$ cat src/rtl/alu_share_arbiter.sv
// Round-robin sharing of one combinational ALU between two valid/ready requesters.
// Define ALU_SHARE_ARBITER_STATS_EN to add saturating per-requester grant counters.
module alu_share_arbiter #(
    parameter int DATA_W  = 4,
    parameter int SEL_W   = 2,
    parameter int ALU_LAT = 1
) (
    input  logic              clk,
    input  logic              rst,
    input  logic              req0_valid,
    output logic              req0_ready,
    input  logic [DATA_W-1:0] req0_a,
    input  logic [DATA_W-1:0] req0_b,
    input  logic [SEL_W-1:0]  req0_sel,
    output logic              resp0_valid,
    output logic [DATA_W-1:0] resp0_data,
    input  logic              req1_valid,
    output logic              req1_ready,
    input  logic [DATA_W-1:0] req1_a,
    input  logic [DATA_W-1:0] req1_b,
    input  logic [SEL_W-1:0]  req1_sel,
    output logic              resp1_valid,
    output logic [DATA_W-1:0] resp1_data,
    output logic [DATA_W-1:0] alu_a,
    output logic [DATA_W-1:0] alu_b,
    output logic [SEL_W-1:0]  alu_sel,
    input  logic [DATA_W-1:0] alu_res,
`ifdef ALU_SHARE_ARBITER_STATS_EN
    input  logic              stats_clr,
    output logic [7:0]        gnt0_cnt,
    output logic [7:0]        gnt1_cnt,
`endif
    output logic              busy
);

    localparam logic [1:0] IDLE = 2'd0;
    localparam logic [1:0] EXEC = 2'd1;
    localparam logic [1:0] RESP = 2'd2;

    localparam logic [3:0] LAT_LAST = 4'(ALU_LAT - 1);

    logic [1:0] state;
    logic       owner;
    logic       last_grant;
    logic [3:0] cnt;
    logic       win0;
    logic       win1;
    logic       hs0;
    logic       hs1;

    // On contention the requester that did not win last time takes the grant.
    always_comb begin
        win0 = req0_valid & (~req1_valid | last_grant);
        win1 = req1_valid & (~req0_valid | ~last_grant);
    end

    assign req0_ready  = (state == IDLE) & win0;
    assign req1_ready  = (state == IDLE) & win1;
    assign hs0         = req0_valid & req0_ready;
    assign hs1         = req1_valid & req1_ready;
    assign busy        = (state != IDLE);
    assign resp0_valid = (state == RESP) & ~owner;
    assign resp1_valid = (state == RESP) & owner;

    always_ff @(posedge clk or posedge rst) begin
        if (rst) begin
            state      <= IDLE;
            owner      <= 1'b0;
            last_grant <= 1'b1;
            cnt        <= '0;
            alu_a      <= '0;
            alu_b      <= '0;
            alu_sel    <= '0;
            resp0_data <= '0;
            resp1_data <= '0;
        end else begin
            case (state)
                IDLE: begin
                    if (hs0 | hs1) begin
                        owner      <= hs1;
                        last_grant <= hs1;
                        alu_a      <= hs1 ? req1_a   : req0_a;
                        alu_b      <= hs1 ? req1_b   : req0_b;
                        alu_sel    <= hs1 ? req1_sel : req0_sel;
                        cnt        <= '0;
                        state      <= EXEC;
                    end
                end
                EXEC: begin
                    cnt <= cnt + 4'd1;
                    if (cnt == LAT_LAST) begin
                        if (owner) resp1_data <= alu_res;
                        else       resp0_data <= alu_res;
                        state <= RESP;
                    end
                end
                RESP:    state <= IDLE;
                default: state <= IDLE;
            endcase
        end
    end

`ifdef ALU_SHARE_ARBITER_STATS_EN
    always_ff @(posedge clk or posedge rst) begin
        if (rst) begin
            gnt0_cnt <= '0;
            gnt1_cnt <= '0;
        end else if (stats_clr) begin
            gnt0_cnt <= '0;
            gnt1_cnt <= '0;
        end else begin
            if (hs0 && gnt0_cnt != '1) gnt0_cnt <= gnt0_cnt + 8'd1;
            if (hs1 && gnt1_cnt != '1) gnt1_cnt <= gnt1_cnt + 8'd1;
        end
    end
`endif

endmodule

$ cat config.mk
export PLATFORM = sky130hd
export DESIGN_NAME = alu_share_arbiter
export DESIGN_NICKNAME = d
export VERILOG_FILES = /design/src/rtl/alu_share_arbiter.sv
export SDC_FILE = /design/constraint.sdc
export NUM_CORES = 1
export LEC_CHECK = 0
export ABC_AREA = 1
export BUFFER_PORTS_ARGS = -buffer_cell sky130_fd_sc_hd__buf_2
export CAP_MARGIN = 20
export CORE_MARGIN = 2
export CORE_UTILIZATION = 48
export DETAILED_ROUTE_END_ITERATION = 8
export GPL_TIMING_DRIVEN = 0
export PLACE_DENSITY = 0.78
export SKIP_CTS_REPAIR_TIMING = 1
export SYNTH_ARGS = -nofsm -noshare
export SYNTH_HDL_FRONTEND = slang
export SYNTH_SLANG_ARGS = --single-unit
$ cat constraint.sdc
create_clock -name clk -period 1.8 [get_ports clk]
set_input_delay 0.36 -clock clk [delete_from_list [all_inputs] [get_ports clk]]
set_output_delay 0.36 -clock clk [all_outputs]
set_load 0.05 [all_outputs]
==> results.py, run 1 <==
metrics = {
    "run": {
        "maxCapViolCount": 0,
    },
    "yosys": {
        "netlist_area_mm2": 0.00136,
        "ys_seq_elements": 26,
        "synth_cell_type_count": 17,
        "synth_area_per_cell_um2": 7.64,
        "synthTopCellsByArea": "dfrtp_1 (46%), nand2_1 (15%), nand3_1 (10%), inv_1 (8.8%), nand4_1 (6.0%)",
        "synthCells": 178,
        "synth_fp_nets": 208,
        "yosysTopAreaCell": "dfrtp_1",
        "seq_area_frac_synth": 0.479,
        "synth_top_area_frac": 0.460,
        "yosysWarnings": 0,
    },
    "drt": {
        "drt_iter0_markers": 59,
        "drc": 0,
        "ant_nets": 0,
        "wl_um": 3160,
        "vias": 1381,
        "wl_per_cell_um": 11.5,
        "vias_per_cell": 5.04,
        "dr.pass1.iters": 4,
    },
    "clock_tree": {
        "cts_sinks": 26,
        "cts_buffers": 3,
        "h-tree-depth": 1,
        "clkLatencyLatePin_ns": 0.32,
        "cts_tree": "yes",
        "clockRootBuffer": "clkbuf_4",
        "cts_buffer_depth": 2,
        "path_clk_slew_ns": 0.14,
    },
    "outcome": {
        "outcome": "finished, final reports clean",
    },
    "global_routing": {
        "grt_usage": 0.192,
        "grt_max_degree": 27,
        "antenna_found_initial": 0,
        "grt_pass1_vias": 1228,
        "grt_overflow": 0,
        "grt_first_pass_wirelength_um": 4960,
    },
    "timing": {
        "fin_crit_ns": 1.75,
        "setup_ws_ns": 0.0487,
        "worst_pin_slew_ns": 0.951,
        "period_share": 0.973,
        "slew_headroom": 0.365,
        "fin_skew_ns": 0.0106,
        "fmax_ghz": 0.571,
        "finalHoldViolCount": 0,
        "rsz0062_at_grt": "no",
        "setup-violations-final": 0,
        "slew_viol_final": 0,
    },
    "finish": {
        "num-nets-final": 274,
        "utilization": 0.664,
        "syn2layout_area_growth_pct": 33.5,
        "drive_above_1_share": 0.342,
        "final-instance-count-excl-fill": 274,
        "antennaDiodeCount": 0,
        "layout_common_cells": "nand2_1 (56), buf_2 (49), inv_1 (30), nand3_1 (28), dfrtp_1 (23)",
        "layout_commonest_cell": "nand2_1",
        "nFillCells": 246,
    },
    "setup_path": {
        "slowest_stage": "dfrtp_2",
        "crit_path_end_kind": "primary output",
        "cp.arrival_ns": 1.39,
        "cp_max_fo": 6,
        "crit_chain": "nor2_4 > buf_6 > inv_1 > clkbuf_4",
        "critPathRequiredTime_ns": 1.44,
        "crit_type": "flop to primary output",
        "crit_path_start_kind": "flop",
        "slowest_delay_ns": 0.47,
    },
    "floorplanning": {
        "fp-row-count": 19,
        "die_h_um": 57.2,
        "core_mm2": 0.00273,
        "initial_core_util": 0.497,
        "die_area_mm2": 0.00328,
        "ios": 51,
        "fp.dieW_um": 57.2,
    },
    "placed_design": {
        "hpwl_um": 2300,
        "placed_cells": 259,
        "portBuffers": 50,
        "pre_cts_slack_ns": 0.120,
        "gp_congestion": 0.846,
    },
    "power_and_ir_drop": {
        "powerDensity_mw_per_mm2": 2000,
        "total_power_uw": 3630,
        "total_leakage_power_uw": 0.00108,
        "ir_drop_v": 0.00140,
    },
    "min_path": {
        "min_path_type": "input port to async pin",
    },
}
-- where the power goes --
part	internal, uW	switching, uW	total [uW]
Clock	124	168	292
Combinational	666	1600	2270
Sequential	877	194	1070
Total	1670	1970	3630
-- registers in the layout (all words and copies together), names as in the netlist --
register    cells
resp1_data      4
state           2
alu_sel         2
owner           1
cnt             4
resp0_data      4
alu_a           4
last_grant      1
alu_b           4
-- final timing paths --
path,startpoint,to,slack (ns),cells past startpoint
min reg2reg,resp1_data[1],resp1_data[1],0.49,2
min in group clk,alu_res[3],resp0_data[3],0.26,3
min,rst,state[0],0.23,2
max reg2reg,state[0],alu_b[3],0.20,8
max in group asynchronous,rst,owner,0.93,2
max,state[0],busy,0.05,4
-- metrics by stage --
step	hold WS [ns]	TNS [ns]	instance area, um2
after global placement	0.450	0	1660
after floorplan	0.399	0	1370
final	0.228	0	1820
after detailed placement	0.462	0	1660
after global routing	0.262	0	1820
after CTS	0.258	-0.536	1700
-- layout make-up --
type | instances | area [um2] | share of cell area
timing repair buffer | 63 | 363 | 0.200
clock buffer | 4 | 36.3 | 0.0200
tap | 31 | 38.8 | 0.0214
buffer | 6 | 36.3 | 0.0200
multi-input combinational | 112 | 567 | 0.312
inverter | 32 | 120 | 0.0662
sequential | 26 | 654 | 0.360
-- cell families after synthesis --
group                    share of synthesized area
buffers and inverters                        0.117
AO/OA/AOI/OAI                              0.00736
AND/OR/NAND/NOR                              0.378
adder cells (fa/ha/maj)                     0.0184
flip-flops                                   0.479
-- worst max-delay path: cells and delay by family, from the launching register on --
kind                   cells  cell delay [ns]
and+or+nand+nor            1             0.20
buffers and inverters      3             0.39
DFF                        1             0.47
-- synthesized netlist by cell type --
library cell and instances:
nand2_2 1, nand2_1 56, nand3_4 1, inv_1 32, nor3_1 3, nand3_1 28
dfstp_2 1, nor2_1 3, nand3_2 1, dfrtp_1 25, nor2_4 2, ha_1 2
buf_2 4, buf_4 1, nand4_1 13, clkbuf_1 3, o21ai_0 2
-- routing by layer --
metal	share of wire	GRT usage	up-vias	routed length [um]
li1	-	-	688	-
met1	0.44	0.239	643	1380
met2	0.49	0.340	46	1560
met3	0.059	0.0317	4	187
met4	0.010	0.0598	0	33
met5	0	0	-	0
(Power assumes the default switching activity.)
==> run 2, diff against run 1 <==
--- a/config.mk
+++ b/config.mk
@@ -13,6 +13,7 @@
 export DETAILED_ROUTE_END_ITERATION = 8
 export GPL_TIMING_DRIVEN = 0
 export PLACE_DENSITY = 0.78
+export RECOVER_POWER = 100
 export SKIP_CTS_REPAIR_TIMING = 1
 export SYNTH_ARGS = -nofsm -noshare
 export SYNTH_HDL_FRONTEND = slang
==> run 2 against run 1 <==
- final cell count stayed put
- sequential power hardly changed
- sequential cell count stayed put
- largest power group unchanged
==> results.py, run 2 (synthesis results as in run 1) <==
metrics = {
    "floorplanning": {
        "fp.dieW_um": 57.2,
        "die_h_um": 57.2,
        "ios": 51,
        "initial_core_util": 0.497,
        "die_area_mm2": 0.00328,
        "fp-row-count": 19,
        "core_mm2": 0.00273,
    },
    "clock_tree": {
        "cts_sinks": 26,
        "clkLatencyLatePin_ns": 0.32,
        "cts_buffers": 3,
        "clockRootBuffer": "clkbuf_4",
        "h-tree-depth": 1,
        "cts_buffer_depth": 2,
        "path_clk_slew_ns": 0.14,
        "cts_tree": "yes",
    },
    "setup_path": {
        "crit_path_end_kind": "primary output",
        "cp_max_fo": 4,
        "crit_path_start_kind": "flop",
        "cp.arrival_ns": 1.39,
        "slowest_stage": "dfrtp_2",
        "crit_type": "flop to primary output",
        "critPathRequiredTime_ns": 1.44,
        "crit_chain": "clkbuf_4 > nor3_2 > buf_2",
        "slowest_delay_ns": 0.47,
    },
    "finish": {
        "final-instance-count-excl-fill": 274,
        "layout_commonest_cell": "nand2_1",
        "utilization": 0.650,
        "drive_above_1_share": 0.255,
        "nFillCells": 263,
        "layout_common_cells": "nand2_1 (56), inv_1 (30), buf_2 (29), nand3_1 (28), dfrtp_1 (23)",
        "multi_input_area_um2": 559,
        "syn2layout_area_growth_pct": 30.7,
        "antennaDiodeCount": 0,
        "num-nets-final": 274,
        "regArea_um2": 654,
    },
    "timing": {
        "fin_skew_ns": 0.0106,
        "finalHoldViolCount": 0,
        "fin_crit_ns": 1.75,
        "worst_pin_slew_ns": 0.959,
        "period_share": 0.973,
        "setup-violations-final": 0,
        "slew_headroom": 0.360,
        "fmax_ghz": 0.571,
        "slew_viol_final": 0,
        "rsz0062_at_grt": "no",
    },
    "run": {
        "maxCapViolCount": 0,
    },
    "global_routing": {
        "grt_first_pass_wirelength_um": 4960,
        "antenna_found_initial": 0,
        "grt_overflow": 0,
        "grt_pass1_vias": 1228,
        "grt_max_degree": 27,
        "grt_usage": 0.192,
    },
    "power_and_ir_drop": {
        "p_sw_uw": 1960,
        "p_int_uw": 1580,
        "clkPwrFrac": 0.082,
        "pwr-share-comb": 0.614,
        "ir_drop_v": 0.00135,
        "powerDensity_mw_per_mm2": 1990,
        "total_leakage_power_uw": 0.00102,
        "seq_power_share": 0.304,
        "p_sw_frac": 0.553,
    },
    "placed_design": {
        "gp_congestion": 0.846,
        "hpwl_um": 2300,
        "portBuffers": 50,
        "placed_cells": 259,
    },
    "drt": {
        "dr.pass1.iters": 4,
        "wl_um": 3170,
        "ant_nets": 0,
        "vias": 1380,
        "drc": 0,
        "drt_iter0_markers": 60,
        "wl_per_cell_um": 11.6,
        "vias_per_cell": 5.04,
    },
    "min_path": {
        "min_path_type": "input port to async pin",
    },
    "outcome": {
        "outcome": "finished, final reports clean",
    },
}
-- run 2: changes by cell type in the layout (fill, tap and decap cells not counted) --
cell,delta
buf_2,-20
clkbuf_1,+20
buf_4,-5
clkbuf_4,+3
clkbuf_2,+2
nor2_1,+1
nor2_4,-1
-- run 2: metal layers --
layer / vias to the layer above / GRT usage / wire length, um
li1: 688 / - / -
met1: 642 / 0.239 / 1420
met2: 46 / 0.340 / 1540
met3: 4 / 0.0317 / 186
met4: 0 / 0.0598 / 33
met5: - / 0 / 0
-- run 2: area by class of cell --
cell class	instances	area share
multi-input combinational	112	0.315
tap	31	0.0218
timing repair buffer	63	0.189
sequential	26	0.368
clock buffer	4	0.0204
inverter	32	0.0676
buffer	6	0.0183
-- run 2: final timing paths --
path                               start             to  slack [ns]  depth (start not counted)
min reg2reg                resp1_data[1]  resp1_data[1]        0.49                          2
min in group clk              alu_res[3]  resp0_data[3]        0.26                          3
min                                  rst       state[0]        0.23                          2
max                             state[0]    resp1_valid        0.05                          3
max reg2reg                     state[0]       alu_b[3]        0.11                          8
max in group asynchronous            rst          owner        0.92                          2
-- run 2: stage by stage --
step           cell area [um2]  total power (uW)  setup TNS [ns]  worst slack (ns)  hold slack (ns)
2_1_floorplan             1370              2670               0             0.130            0.399
3_3_place_gp              1660              3100               0             0.132            0.450
3_5_place_dp              1660              3150               0             0.120            0.462
4_1_cts                   1700              3440          -0.536            -0.259            0.258
5_1_grt                   1780              3770               0           0.00108            0.262
6_report                  1780              3540               0            0.0487            0.233
-- run 2: worst max-delay path, delay by kind of cell, from the launching register on --
kind          cells  cell delay (ns)
buf+inv           2             0.43
flops             1             0.47
simple gates      1             0.16
-- run 2: power groups by stage --
stage	sequential, uW	clock [uW]	combinational, uW
floorplan	1740	0	930
global placement	1050	0	2060
detailed placement	1050	0	2100
CTS	1050	294	2100
global route	1110	319	2340
finish	1080	291	2180
==> run 3, diff against run 2 <==
--- a/config.mk
+++ b/config.mk
@@ -8,11 +8,9 @@
 export ABC_AREA = 1
 export BUFFER_PORTS_ARGS = -buffer_cell sky130_fd_sc_hd__buf_2
 export CAP_MARGIN = 20
-export CORE_MARGIN = 2
-export CORE_UTILIZATION = 48
+export CORE_UTILIZATION = 35
 export DETAILED_ROUTE_END_ITERATION = 8
 export GPL_TIMING_DRIVEN = 0
-export PLACE_DENSITY = 0.78
 export RECOVER_POWER = 100
 export SKIP_CTS_REPAIR_TIMING = 1
 export SYNTH_ARGS = -nofsm -noshare
==> run 3 against run 2 <==
- the run now ends with negative setup slack left
- worst setup slack worse by 0.079 ns
- clock power is 66% higher
- clock-buffer cell count is 1 lower
- critical path depth is 1 higher
- largest cell class unchanged
- wire length is 6.0% lower
- maximum frequency is 4.3% lower
- critical path type unchanged
- sequential cell count stayed put
- non-clock buffer count is 12 lower
- utilization is 18 points lower
- final cell count is 1.8% higher
- die area is 26% higher
==> results.py, run 3 (synthesis results as in run 1) <==
metrics = {
    "clock_tree": {
        "clkLatencyLatePin_ns": 0.27,
        "h-tree-depth": 1,
        "cts_buffers": 3,
        "path_clk_slew_ns": 0.09,
        "cts_tree": "yes",
        "cts_buffer_depth": 2,
        "clockRootBuffer": "clkbuf_8",
        "cts_sinks": 26,
    },
    "placed_design": {
        "hpwl_um": 2260,
        "gp_congestion": 0.715,
        "portBuffers": 50,
    },
    "finish": {
        "num-nets-final": 262,
        "syn2layout_area_growth_pct": 28.3,
        "layout_commonest_cell": "nand2_1",
        "nFillCells": 408,
        "regArea_um2": 653,
        "layout_common_cells": "nand2_1 (56), buf_2 (51), inv_1 (32), nand3_1 (28), dfrtp_1 (24)",
        "drive_above_1_share": 0.286,
        "multi_input_area_um2": 552,
        "antennaDiodeCount": 0,
    },
    "setup_path": {
        "cp.arrival_ns": 1.47,
        "critPathRequiredTime_ns": 1.44,
        "crit_path_end_kind": "primary output",
        "cp_max_fo": 19,
        "crit_type": "flop to primary output",
        "crit_path_start_kind": "flop",
    },
    "drt": {
        "wl_per_cell_um": 10.7,
        "vias_per_cell": 4.48,
        "drc": 0,
        "dr.pass1.iters": 4,
        "ant_nets": 0,
        "drt_iter0_markers": 46,
        "vias": 1249,
        "wl_um": 2980,
    },
    "run": {
        "maxCapViolCount": 0,
    },
    "global_routing": {
        "grt_overflow": 0,
        "grt_usage": 0.153,
        "grt_pass1_vias": 1173,
        "grt_max_degree": 27,
        "antenna_found_initial": 0,
        "grt_first_pass_wirelength_um": 5010,
    },
    "outcome": {
        "violations": "negative setup slack",
        "outcome": "finished with violations",
    },
    "timing": {
        "period_share": 1.02,
        "fin_skew_ns": 0.00652,
        "setup-violations-final": 1,
        "finalHoldViolCount": 0,
        "slew_headroom": 0.499,
        "worst_pin_slew_ns": 0.751,
        "slew_viol_final": 0,
        "fin_crit_ns": 1.83,
        "setup_ws_ns": -0.0306,
        "rsz0062_at_grt": "yes",
        "finalSetupTns_ns": -0.0306,
        "fmax_ghz": 0.546,
        "holdWs_ns": 0.102,
    },
    "floorplanning": {
        "fp-row-count": 22,
        "initial_core_util": 0.369,
        "ios": 51,
        "die_h_um": 64.3,
        "fp.dieW_um": 64.3,
        "die_area_mm2": 0.00414,
        "core_mm2": 0.00369,
    },
    "power_and_ir_drop": {
        "clkPwrFrac": 0.135,
        "p_int_uw": 1680,
        "p_sw_frac": 0.529,
        "total_leakage_power_uw": 0.00104,
        "seq_power_share": 0.299,
        "ir_drop_v": 0.000753,
        "pwr-share-comb": 0.566,
        "powerDensity_mw_per_mm2": 2040,
        "total_power_uw": 3570,
        "p_sw_uw": 1890,
    },
    "min_path": {
        "min_path_type": "input port to async pin",
    },
}
## run 3: cell types whose count changed in the layout (fill, tap and decap cells not counted), sizes merged
cell and delta:
buf +12, bufinv +1, clkbuf -25
## run 3: path summary, 6_finish.rpt
path                            cells past startpoint           from       endpoint  slack [ns]
worst min register to register                      2  resp1_data[0]  resp1_data[0]        0.47
max in group asynchronous                           3            rst         cnt[3]        0.66
worst max-delay path                                4       state[0]     req1_ready       -0.03
min in group clk                                    3     alu_res[1]  resp0_data[1]        0.31
worst max register to register                      7         cnt[0]  resp1_data[2]        0.25
worst min-delay path                                2            rst       alu_a[0]        0.10
## run 3: power groups by stage
stage	clock network [uW]	logic (uW)	registers, uW
3_3_place_gp	0	2080	1050
2_1_floorplan	0	930	1740
3_5_place_dp	0	2090	1050
4_1_cts	502	2090	1040
5_1_grt	524	2210	1110
6_report	483	2020	1070
## run 3: area by class of cell
type	count	area share
Clock inverter	1	0.0172
Sequential cell	26	0.374
Multi-Input combinational cell	112	0.316
Timing Repair Buffer	51	0.148
Clock buffer	3	0.0237
Buffer	6	0.0172
Tap cell	48	0.0344
Inverter	32	0.0688
## run 3: per-stage QoR
stage                     worst slack, ns  instance area (um2)  utilization  cells
after floorplan                     0.130                 1370            -    178
after CTS                          -0.207                 1750        0.475    280
after global placement              0.119                 1680        0.456    276
after global routing               -0.119                 1750        0.473    279
after detailed placement            0.109                 1680        0.456    276
final                             -0.0306                 1750        0.473    279
## run 3: per-layer routing
metal	vias to the layer above	track usage	share of wire
met1	544	0.215	0.51
li1	667	-	-
met5	-	0	0
met3	2	0.0268	0.052
met2	36	0.245	0.44
met4	0	0.0333	0.0020
## run 3: worst max-delay path: stages, from the launching register on
cell and delay (ns):
dfrtp_2 0.46, nor2_4 0.19, nand3_4 0.22, inv_1 0.10
clkbuf_4 0.23
